--- config.mk ---
export PLATFORM = sky130hd
export DESIGN_NAME = ram256_arbiter_flat
export DESIGN_NICKNAME = d
export VERILOG_FILES = /design/src/rtl/ram256_arbiter_pkg.sv /design/src/rtl/ram256_arbiter_if.sv /design/src/rtl/ram256_arbiter_rr_arbiter2.sv /design/src/rtl/ram256_arbiter.sv /design/src/flat_wrapper.sv
export SDC_FILE = /design/constraint.sdc
export NUM_CORES = 1
export LEC_CHECK = 0
export CORE_AREA = 2 2 94 96
export DETAILED_ROUTE_END_ITERATION = 6
export DIE_AREA = 0 0 96 98
export PLACE_DENSITY_LB_ADDON = 0.05
export SYNTH_ARGS = -nofsm -noshare
export SYNTH_HDL_FRONTEND = slang
export SYNTH_SLANG_ARGS = --single-unit
export TNS_END_PERCENT = 100
--- constraint.sdc ---
create_clock -name clk -period 6.9 [get_ports clk]
set_input_delay 2.07 -clock clk [delete_from_list [all_inputs] [get_ports clk]]
set_output_delay 2.07 -clock clk [all_outputs]
set_load 0.005 [all_outputs]
--- src/rtl/ram256_arbiter_pkg.sv ---
// Shared types and helpers for the 256x32 block-RAM controller/arbiter.
package ram256_pkg;

    localparam int ADDR_W = 8;
    localparam int DATA_W = 32;
    localparam int BE_W   = DATA_W / 8;

    typedef enum logic {
        PORT_A,
        PORT_B
    } port_e;

    typedef enum logic {
        INIT,
        RUN
    } state_e;

    // Expand byte enables into a per-bit mask; a 1 marks a bit that will be written.
    function automatic logic [DATA_W-1:0] be_to_mask(input logic [BE_W-1:0] be);
        logic [DATA_W-1:0] mask;
        mask = '0;
        for (int i = 0; i < BE_W; i++) begin
            mask[8*i +: 8] = {8{be[i]}};
        end
        return mask;
    endfunction

endpackage

--- src/rtl/ram256_arbiter_if.sv ---
// Request/response bundle between the CPU front-end/LSU and the RAM arbiter.
interface ram256_arbiter_if;
    import ram256_pkg::*;

    // Port A: read-only instruction fetch
    logic              a_req_valid;
    logic              a_req_ready;
    logic [ADDR_W-1:0] a_addr;
    logic              a_rsp_valid;
    logic [DATA_W-1:0] a_rdata;

    // Port B: load/store with byte enables
    logic              b_req_valid;
    logic              b_req_ready;
    logic              b_we;
    logic [BE_W-1:0]   b_be;
    logic [ADDR_W-1:0] b_addr;
    logic [DATA_W-1:0] b_wdata;
    logic              b_rsp_valid;
    logic [DATA_W-1:0] b_rdata;

    // Requester side (CPU front-end and LSU)
    modport master (
        output a_req_valid, a_addr,
        input  a_req_ready, a_rsp_valid, a_rdata,
        output b_req_valid, b_we, b_be, b_addr, b_wdata,
        input  b_req_ready, b_rsp_valid, b_rdata
    );

    // Arbiter side
    modport slave (
        input  a_req_valid, a_addr,
        output a_req_ready, a_rsp_valid, a_rdata,
        input  b_req_valid, b_we, b_be, b_addr, b_wdata,
        output b_req_ready, b_rsp_valid, b_rdata
    );

endinterface

--- src/rtl/ram256_arbiter_rr_arbiter2.sv ---
// Two-requester round-robin arbiter: one-hot grant, at most one grant per cycle.
module rr_arbiter2
    import ram256_pkg::*;
(
    input  logic       clk,
    input  logic       reset_n,
    input  logic       en,
    input  logic [1:0] valid,   // bit 0 = port A, bit 1 = port B
    output logic [1:0] grant
);

    port_e last_grant_reg;

    // Lone requester wins; on contention the port not served last time wins.
    always_comb begin
        grant = 2'b00;
        if (en) begin
            case (valid)
                2'b01:   grant = 2'b01;
                2'b10:   grant = 2'b10;
                2'b11:   grant = (last_grant_reg == PORT_B) ? 2'b01 : 2'b10;
                default: grant = 2'b00;
            endcase
        end
    end

    // Remember who was served; starts at B so that A wins the first contention.
    always_ff @(posedge clk or negedge reset_n) begin
        if (!reset_n) begin
            last_grant_reg <= PORT_B;
        end else if (grant[0]) begin
            last_grant_reg <= PORT_A;
        end else if (grant[1]) begin
            last_grant_reg <= PORT_B;
        end
    end

endmodule

--- src/rtl/ram256_arbiter.sv ---
// Controller and two-port arbiter for a 256x32 block RAM built from two 256x16 halves.
// Optionally zero-fills the RAM after reset, then serves one request per cycle.
module ram256_arbiter
    import ram256_pkg::*;
#(
    parameter bit INIT_EN = 1'b1,
    parameter int DEPTH   = 256
) (
    input  logic              clk,
    input  logic              reset_n,
    ram256_arbiter_if.slave   bus,
    output logic              ram_re,
    output logic [ADDR_W-1:0] ram_raddr,
    output logic              ram_we,
    output logic [ADDR_W-1:0] ram_waddr,
    output logic [DATA_W-1:0] ram_wdata,
    output logic [DATA_W-1:0] ram_mask,
    input  logic [DATA_W-1:0] ram_rdata,
    output logic              init_done
);

    localparam logic [ADDR_W-1:0] LAST_ADDR = ADDR_W'(DEPTH - 1);

    state_e            state_reg;
    logic [ADDR_W-1:0] cnt_reg;
    logic              init_done_reg;
    logic              rsp_valid_reg;
    port_e             rsp_port_reg;
    logic              rsp_write_reg;   // response is a write acknowledge
    logic [1:0]        grant;

    rr_arbiter2 u_arb (
        .clk     (clk),
        .reset_n (reset_n),
        .en      (state_reg == RUN),
        .valid   ({bus.b_req_valid, bus.a_req_valid}),
        .grant   (grant)
    );

    assign bus.a_req_ready = grant[0];
    assign bus.b_req_ready = grant[1];

    // Sequencer: zero-fill walk, then track the single outstanding response.
    always_ff @(posedge clk or negedge reset_n) begin
        if (!reset_n) begin
            state_reg     <= INIT_EN ? INIT : RUN;
            cnt_reg       <= '0;
            init_done_reg <= ~INIT_EN;
            rsp_valid_reg <= 1'b0;
            rsp_port_reg  <= PORT_A;
            rsp_write_reg <= 1'b0;
        end else begin
            rsp_valid_reg <= |grant;
            rsp_port_reg  <= grant[1] ? PORT_B : PORT_A;
            rsp_write_reg <= grant[1] & bus.b_we;
            case (state_reg)
                INIT: begin
                    cnt_reg <= cnt_reg + 1'b1;
                    if (cnt_reg == LAST_ADDR) begin
                        state_reg     <= RUN;
                        init_done_reg <= 1'b1;
                    end
                end
                default: begin
                end
            endcase
        end
    end

    // RAM pins follow the grant in the same cycle; the init write is held off while
    // reset is asserted so the RAM sees no write enable during reset.
    always_comb begin
        ram_re    = 1'b0;
        ram_raddr = '0;
        ram_we    = 1'b0;
        ram_waddr = '0;
        ram_wdata = '0;
        ram_mask  = '1;
        if (state_reg == INIT) begin
            ram_we    = reset_n;
            ram_waddr = cnt_reg;
            ram_mask  = '0;
        end else if (grant[0]) begin
            ram_re    = 1'b1;
            ram_raddr = bus.a_addr;
        end else if (grant[1]) begin
            if (bus.b_we) begin
                ram_we    = 1'b1;
                ram_waddr = bus.b_addr;
                ram_wdata = bus.b_wdata;
                ram_mask  = ~be_to_mask(bus.b_be);
            end else begin
                ram_re    = 1'b1;
                ram_raddr = bus.b_addr;
            end
        end
    end

    // Responses: RAM read data arrives the cycle after the grant; write acks return zero.
    always_comb begin
        bus.a_rsp_valid = rsp_valid_reg && (rsp_port_reg == PORT_A);
        bus.b_rsp_valid = rsp_valid_reg && (rsp_port_reg == PORT_B);
        bus.a_rdata     = ram_rdata;
        bus.b_rdata     = rsp_write_reg ? '0 : ram_rdata;
    end

    assign init_done = init_done_reg;

endmodule

--- src/flat_wrapper.sv ---
// flat-port wrapper written by rule: the top's interface ports become plain ports
module ram256_arbiter_flat import ram256_pkg::*;
#(
    parameter bit INIT_EN = 1'b1,
    parameter int DEPTH   = 256
)
  (clk, reset_n, ram_re, ram_raddr, ram_we, ram_waddr, ram_wdata, ram_mask, ram_rdata, init_done, bus_a_req_valid, bus_a_addr, bus_a_req_ready, bus_a_rsp_valid, bus_a_rdata, bus_b_req_valid, bus_b_we, bus_b_be, bus_b_addr, bus_b_wdata, bus_b_req_ready, bus_b_rsp_valid, bus_b_rdata);
  ram256_arbiter_if bus_i ();
  input  logic clk;
  input  logic reset_n;
  output logic ram_re;
  output logic [ADDR_W-1:0] ram_raddr;
  output logic ram_we;
  output logic [ADDR_W-1:0] ram_waddr;
  output logic [DATA_W-1:0] ram_wdata;
  output logic [DATA_W-1:0] ram_mask;
  input  logic [DATA_W-1:0] ram_rdata;
  output logic init_done;
  input wire logic [$bits(bus_i.a_req_valid)-1:0] bus_a_req_valid;
  input wire logic [$bits(bus_i.a_addr)-1:0] bus_a_addr;
  output wire logic [$bits(bus_i.a_req_ready)-1:0] bus_a_req_ready;
  output wire logic [$bits(bus_i.a_rsp_valid)-1:0] bus_a_rsp_valid;
  output wire logic [$bits(bus_i.a_rdata)-1:0] bus_a_rdata;
  input wire logic [$bits(bus_i.b_req_valid)-1:0] bus_b_req_valid;
  input wire logic [$bits(bus_i.b_we)-1:0] bus_b_we;
  input wire logic [$bits(bus_i.b_be)-1:0] bus_b_be;
  input wire logic [$bits(bus_i.b_addr)-1:0] bus_b_addr;
  input wire logic [$bits(bus_i.b_wdata)-1:0] bus_b_wdata;
  output wire logic [$bits(bus_i.b_req_ready)-1:0] bus_b_req_ready;
  output wire logic [$bits(bus_i.b_rsp_valid)-1:0] bus_b_rsp_valid;
  output wire logic [$bits(bus_i.b_rdata)-1:0] bus_b_rdata;
  assign bus_i.a_req_valid = bus_a_req_valid;
  assign bus_i.a_addr = bus_a_addr;
  assign bus_a_req_ready = bus_i.a_req_ready;
  assign bus_a_rsp_valid = bus_i.a_rsp_valid;
  assign bus_a_rdata = bus_i.a_rdata;
  assign bus_i.b_req_valid = bus_b_req_valid;
  assign bus_i.b_we = bus_b_we;
  assign bus_i.b_be = bus_b_be;
  assign bus_i.b_addr = bus_b_addr;
  assign bus_i.b_wdata = bus_b_wdata;
  assign bus_b_req_ready = bus_i.b_req_ready;
  assign bus_b_rsp_valid = bus_i.b_rsp_valid;
  assign bus_b_rdata = bus_i.b_rdata;
  ram256_arbiter #(.INIT_EN(INIT_EN), .DEPTH(DEPTH)) u_core (.clk(clk), .reset_n(reset_n), .bus(bus_i), .ram_re(ram_re), .ram_raddr(ram_raddr), .ram_we(ram_we), .ram_waddr(ram_waddr), .ram_wdata(ram_wdata), .ram_mask(ram_mask), .ram_rdata(ram_rdata), .init_done(init_done));
endmodule
==> impl_results.html <==
<table>
<tr><th>Metric</th><th>Value</th></tr>
<tr><th colspan="2">Floorplanning</th></tr>
<tr><td>Core Rows</td><td>34</td></tr>
<tr><td>Number of I/O pins</td><td>240</td></tr>
<tr><td>Die outline width</td><td>96 µm</td></tr>
<tr><td>Core Footprint</td><td>roughly 8500 µm²</td></tr>
<tr><td>Die span in y</td><td>~98 µm</td></tr>
<tr><td>Initial core utilization</td><td>a little over 20%</td></tr>
<tr><td>Die area</td><td>~9400 µm²</td></tr>
<tr><th colspan="2">Detailed routing</th></tr>
<tr><td>Number of nets with antenna violations after detailed routing</td><td>0</td></tr>
<tr><td>Number of iterations in the first detailed-routing pass</td><td>4</td></tr>
<tr><td>Vias</td><td>approximately 2000</td></tr>
<tr><td>DRC errors left</td><td>0</td></tr>
<tr><td>Total Routed Length</td><td>7520 µm</td></tr>
<tr><td>1st-iter DRT viols</td><td>33</td></tr>
<tr><td>Drt via density</td><td>approximately 4.0</td></tr>
<tr><td>Routed wirelength normalized by instance count</td><td>15.2 µm</td></tr>
<tr><th colspan="2">Global routing</th></tr>
<tr><td>Met1 usage in global routing</td><td>approximately 14%</td></tr>
<tr><td>Global routing usage summed across all routing layers</td><td>between 10% and 20%</td></tr>
<tr><td>Vias in the first global route</td><td>1850</td></tr>
<tr><td>Most utilized layer in the global route result</td><td>met2</td></tr>
<tr><td>Maximum number of pins on one net before global-route repair</td><td>33</td></tr>
<tr><td>Global-route wire length before repair</td><td>10700 µm</td></tr>
<tr><td>Met3 track utilization from global routing</td><td>3.40%</td></tr>
<tr><td>Initial antenna violation count</td><td>0</td></tr>
<tr><td>Overflow left after global routing</td><td>0</td></tr>
<tr><td>Fraction of met2 tracks used by global routing</td><td>between 30% and 40%</td></tr>
<tr><th colspan="2">Logic synthesis</th></tr>
<tr><td>Dominant register cell in the synthesized netlist</td><td>dfrtp_1</td></tr>
<tr><td>Share of the synthesized area in the top cell type</td><td>roughly a quarter</td></tr>
<tr><td>Net count of the mapped netlist</td><td>300</td></tr>
<tr><td>FF+latch count, synth</td><td>14</td></tr>
<tr><td>Seq/Total Area, Yosys</td><td>between 20% and 30%</td></tr>
<tr><td>Dominant cell type by area after synthesis</td><td>buf_4</td></tr>
<tr><td>Most frequent cell after synthesis</td><td>buf_4</td></tr>
<tr><td>Count of mapped cells out of synthesis</td><td>210</td></tr>
<tr><td>Fraction of registers with async set or reset after synthesis</td><td>100%</td></tr>
<tr><td>Number of different library cells in the post-synthesis netlist</td><td>29</td></tr>
<tr><td>Netlist area before placement</td><td>between 1500 and 2000 µm²</td></tr>
<tr><td>Average size of a mapped cell</td><td>8.23 µm²</td></tr>
<tr><td>Top cell types by occurrence after synthesis</td><td>buf_4 (60), nor2b_1 (35), and2_1 (33)</td></tr>
<tr><td>Count of warnings emitted by yosys</td><td>0</td></tr>
<tr><td>Leading post-synthesis cells by cell area</td><td>buf_4 (26%), dfrtp_1 (19%), nor2b_1 (13%), and2_1 (12%), a22o_1 (7.1%)</td></tr>
<tr><td>Number of flops mapped to enable cells by yosys</td><td>0</td></tr>
<tr><th colspan="2">Timing</th></tr>
<tr><td>Final setup violating endpoints</td><td>0</td></tr>
<tr><td>Setup repair after global routing missed its margin</td><td>no</td></tr>
<tr><td>Clk_skew</td><td>about 0.0034 ns</td></tr>
<tr><td>Final number of hold-violating endpoints</td><td>0</td></tr>
<tr><td>Min Hold Slack</td><td>0.457 ns</td></tr>
<tr><td>Final critical-path required period</td><td>6.20 ns</td></tr>
<tr><td>Max-slew headroom at the worst pin</td><td>33.7%</td></tr>
<tr><td>Top achievable clock speed</td><td>161 MHz</td></tr>
<tr><td>Final sum of negative setup slack</td><td>0 ns</td></tr>
<tr><td>Final number of max-transition violations</td><td>0</td></tr>
<tr><td>Slew @ Worst Pin</td><td>just under 1 ns</td></tr>
<tr><td>Ratio of final minimum period to clock period</td><td>about 90%</td></tr>
<tr><th colspan="2">Clock network</th></tr>
<tr><td>Number of clock sinks</td><td>14</td></tr>
<tr><td>Clock tree root buffer cell</td><td>clkbuf_8</td></tr>
<tr><td>Cts bufs inserted</td><td>3</td></tr>
<tr><td># resized after CTS</td><td>0</td></tr>
<tr><td>Deepest level of the CTS H-tree</td><td>1</td></tr>
<tr><td>Clk_lat worst skew</td><td>0.24 ns</td></tr>
<tr><td>CTS tree</td><td>built</td></tr>
<tr><td>Total of hold buffers inserted after clock tree synthesis</td><td>0</td></tr>
<tr><td>Clock edge transition at the registers on the reported setup and hold paths</td><td>~0.060 ns</td></tr>
<tr><td>Number of buffers on the longest clock path</td><td>2</td></tr>
<tr><td>Post-CTS repair timing setup buffer count</td><td>0</td></tr>
<tr><th colspan="2">Layout</th></tr>
<tr><td>Number of nets in the finished design</td><td>roughly 480</td></tr>
<tr><td>Final cell count without fillers</td><td>~490</td></tr>
<tr><td>Ratio of cells with drive above 1 in the final layout</td><td>between 3 and 4%</td></tr>
<tr><td>Count of antenna diodes in the layout</td><td>0</td></tr>
<tr><td>Max FFs per register</td><td>8</td></tr>
<tr><td>Area added between synthesis and finish</td><td>121%</td></tr>
<tr><th colspan="2">Placement</th></tr>
<tr><td>GP Congestion</td><td>~0.74</td></tr>
<tr><td>Count of placed standard cells including taps</td><td>a little under 500</td></tr>
<tr><td>Input/output buffers</td><td>between 200 and 250</td></tr>
<tr><td>DPL Wire Length</td><td>between 6000 and 7000 µm</td></tr>
<tr><th colspan="2">Worst setup path</th></tr>
<tr><td>Slowest stage cell on the critical path</td><td>clkdlybuf4s50_1</td></tr>
<tr><td>Kind of capture point of the worst setup path</td><td>output port</td></tr>
<tr><td>Cell repeated most along the worst path</td><td>clkdlybuf4s50_1</td></tr>
<tr><td>Cell breakdown of the critical path</td><td>clkdlybuf4s50_1, nand2_1, and4_1, a21oi_1, clkdlybuf4s50_1</td></tr>
<tr><td>CP Data Required Time</td><td>roughly 4.8 ns</td></tr>
<tr><td>Max FO, Critical Path</td><td>12</td></tr>
<tr><td>Largest stage delay on the critical path</td><td>around 0.6 ns</td></tr>
<tr><td>Type of element launching the critical path</td><td>input pin</td></tr>
<tr><td>Type of the setup path with the least slack</td><td>input pin to output port</td></tr>
<tr><td>Data arrival at the endpoint of the critical path</td><td>4.13 ns</td></tr>
<tr><th colspan="2">Power and ir drop</th></tr>
<tr><td>Peak supply drop</td><td>around 0.088 mV</td></tr>
<tr><td>Power density normalized to cell area</td><td>approximately 69 nW/µm²</td></tr>
<tr><td>Leakage power</td><td>about 1.5 nW</td></tr>
<tr><th colspan="2">Min path</th></tr>
<tr><td>Worst min-delay path class</td><td>register to register</td></tr>
<tr><th colspan="2">Outcome</th></tr>
<tr><td>Outcome</td><td>finished, final reports clean</td></tr>
<tr><th colspan="2">Flow run</th></tr>
<tr><td>Number of maximum-capacitance constraint violations</td><td>0</td></tr>
</table>
## metrics by stage
stage | utilization [%] | setup slack, ns | instance area (µm²) | total power [mW]
after detailed placement | 44.4 | 0.638 | 3760 | 0.189
after floorplan | - | 1.66 | 1730 | 0.108
after CTS | 45.1 | 0.631 | 3810 | 0.269
after global routing | 45.1 | 0.525 | 3810 | 0.279
after global placement | 44.4 | 0.721 | 3760 | 0.188
final | 45.1 | 0.697 | 3810 | 0.265
## kinds of logic after synthesis
family	share of synthesized area [%]
flops	20.3
mux	0.651
buf+inv	30.9
simple gates	32.4
xor+xnor	3.55
compound gates	11.4
fa+ha+maj	0.723
## final timing paths
kind,from,endpoint,slack (ns),cells past startpoint
worst max register to register,u_core.state_reg,u_core.rsp_write_reg,5.42,2
worst min-delay path,u_core.init_done,u_core.init_done,0.46,1
min in group asynchronous,reset_n,u_core.cnt_reg[1],2.14,2
max in group asynchronous,reset_n,u_core.u_arb.last_grant_reg,4.51,2
worst min register to register,u_core.init_done,u_core.init_done,0.46,1
worst max-delay path,bus_a_req_valid,ram_mask[4],0.70,5
## cell usage in the layout (no fill, tap or decap)
| cell type | count |
|---|---|
| xnor2_1 | 3 |
| dfstp_2 | 1 |
| nor4_4 | 1 |
| clkbuf_8 | 4 |
| or2_2 | 2 |
| inv_1 | 2 |
| ha_1 | 1 |
| buf_4 | 4 |
| dfrtp_1 | 13 |
| o21bai_1 | 1 |
| nor2_1 | 3 |
| a21oi_1 | 6 |
| nand2b_1 | 1 |
| xor2_1 | 4 |
| and4_1 | 1 |
| clkdlybuf4s50_1 | 239 |
| a21o_1 | 5 |
| nand3_1 | 1 |
| nor3_1 | 1 |
| nand4_1 | 1 |
| nand2b_4 | 1 |
| nor3b_4 | 1 |
| mux2_2 | 1 |
| a22o_1 | 14 |
| nand2_1 | 7 |
| and2_1 | 33 |
| nor2b_1 | 35 |
## worst max-delay path: cells and delay by family
kind	cells	cell delay (ns)
compound gates	1	0.53
simple gates	2	0.41
buf+inv	2	1.11
## metal layers
metal  vias up  routed length (µm)  share of wire [%]
met4         0                  27               0.36
met5         -                   0                  0
li1        969                   -                  -
met3         2                 655                8.7
met2        98                4450                 59
met1       895                2380                 32
## power by group
| group | internal (mW) | switching, mW | leakage (nW) | total, mW |
|---|---|---|---|---|
| clock | 0.0505 | 0.0284 | 0.0288 | 0.0788 |
| combinational | 0.0803 | 0.0236 | 1.31 | 0.104 |
| sequential | 0.0822 | 0 | 0.178 | 0.0822 |
| total | 0.213 | 0.0519 | 1.51 | 0.265 |
## layout make-up
cell class	instances	area, µm²
inverter	2	7.51
multi-input combinational	123	843
tap	108	135
timing repair buffer	243	2420
clock buffer	4	55.1
sequential	14	352
fill	849	4650
Note: power is estimated with default switching activity, not from simulation.
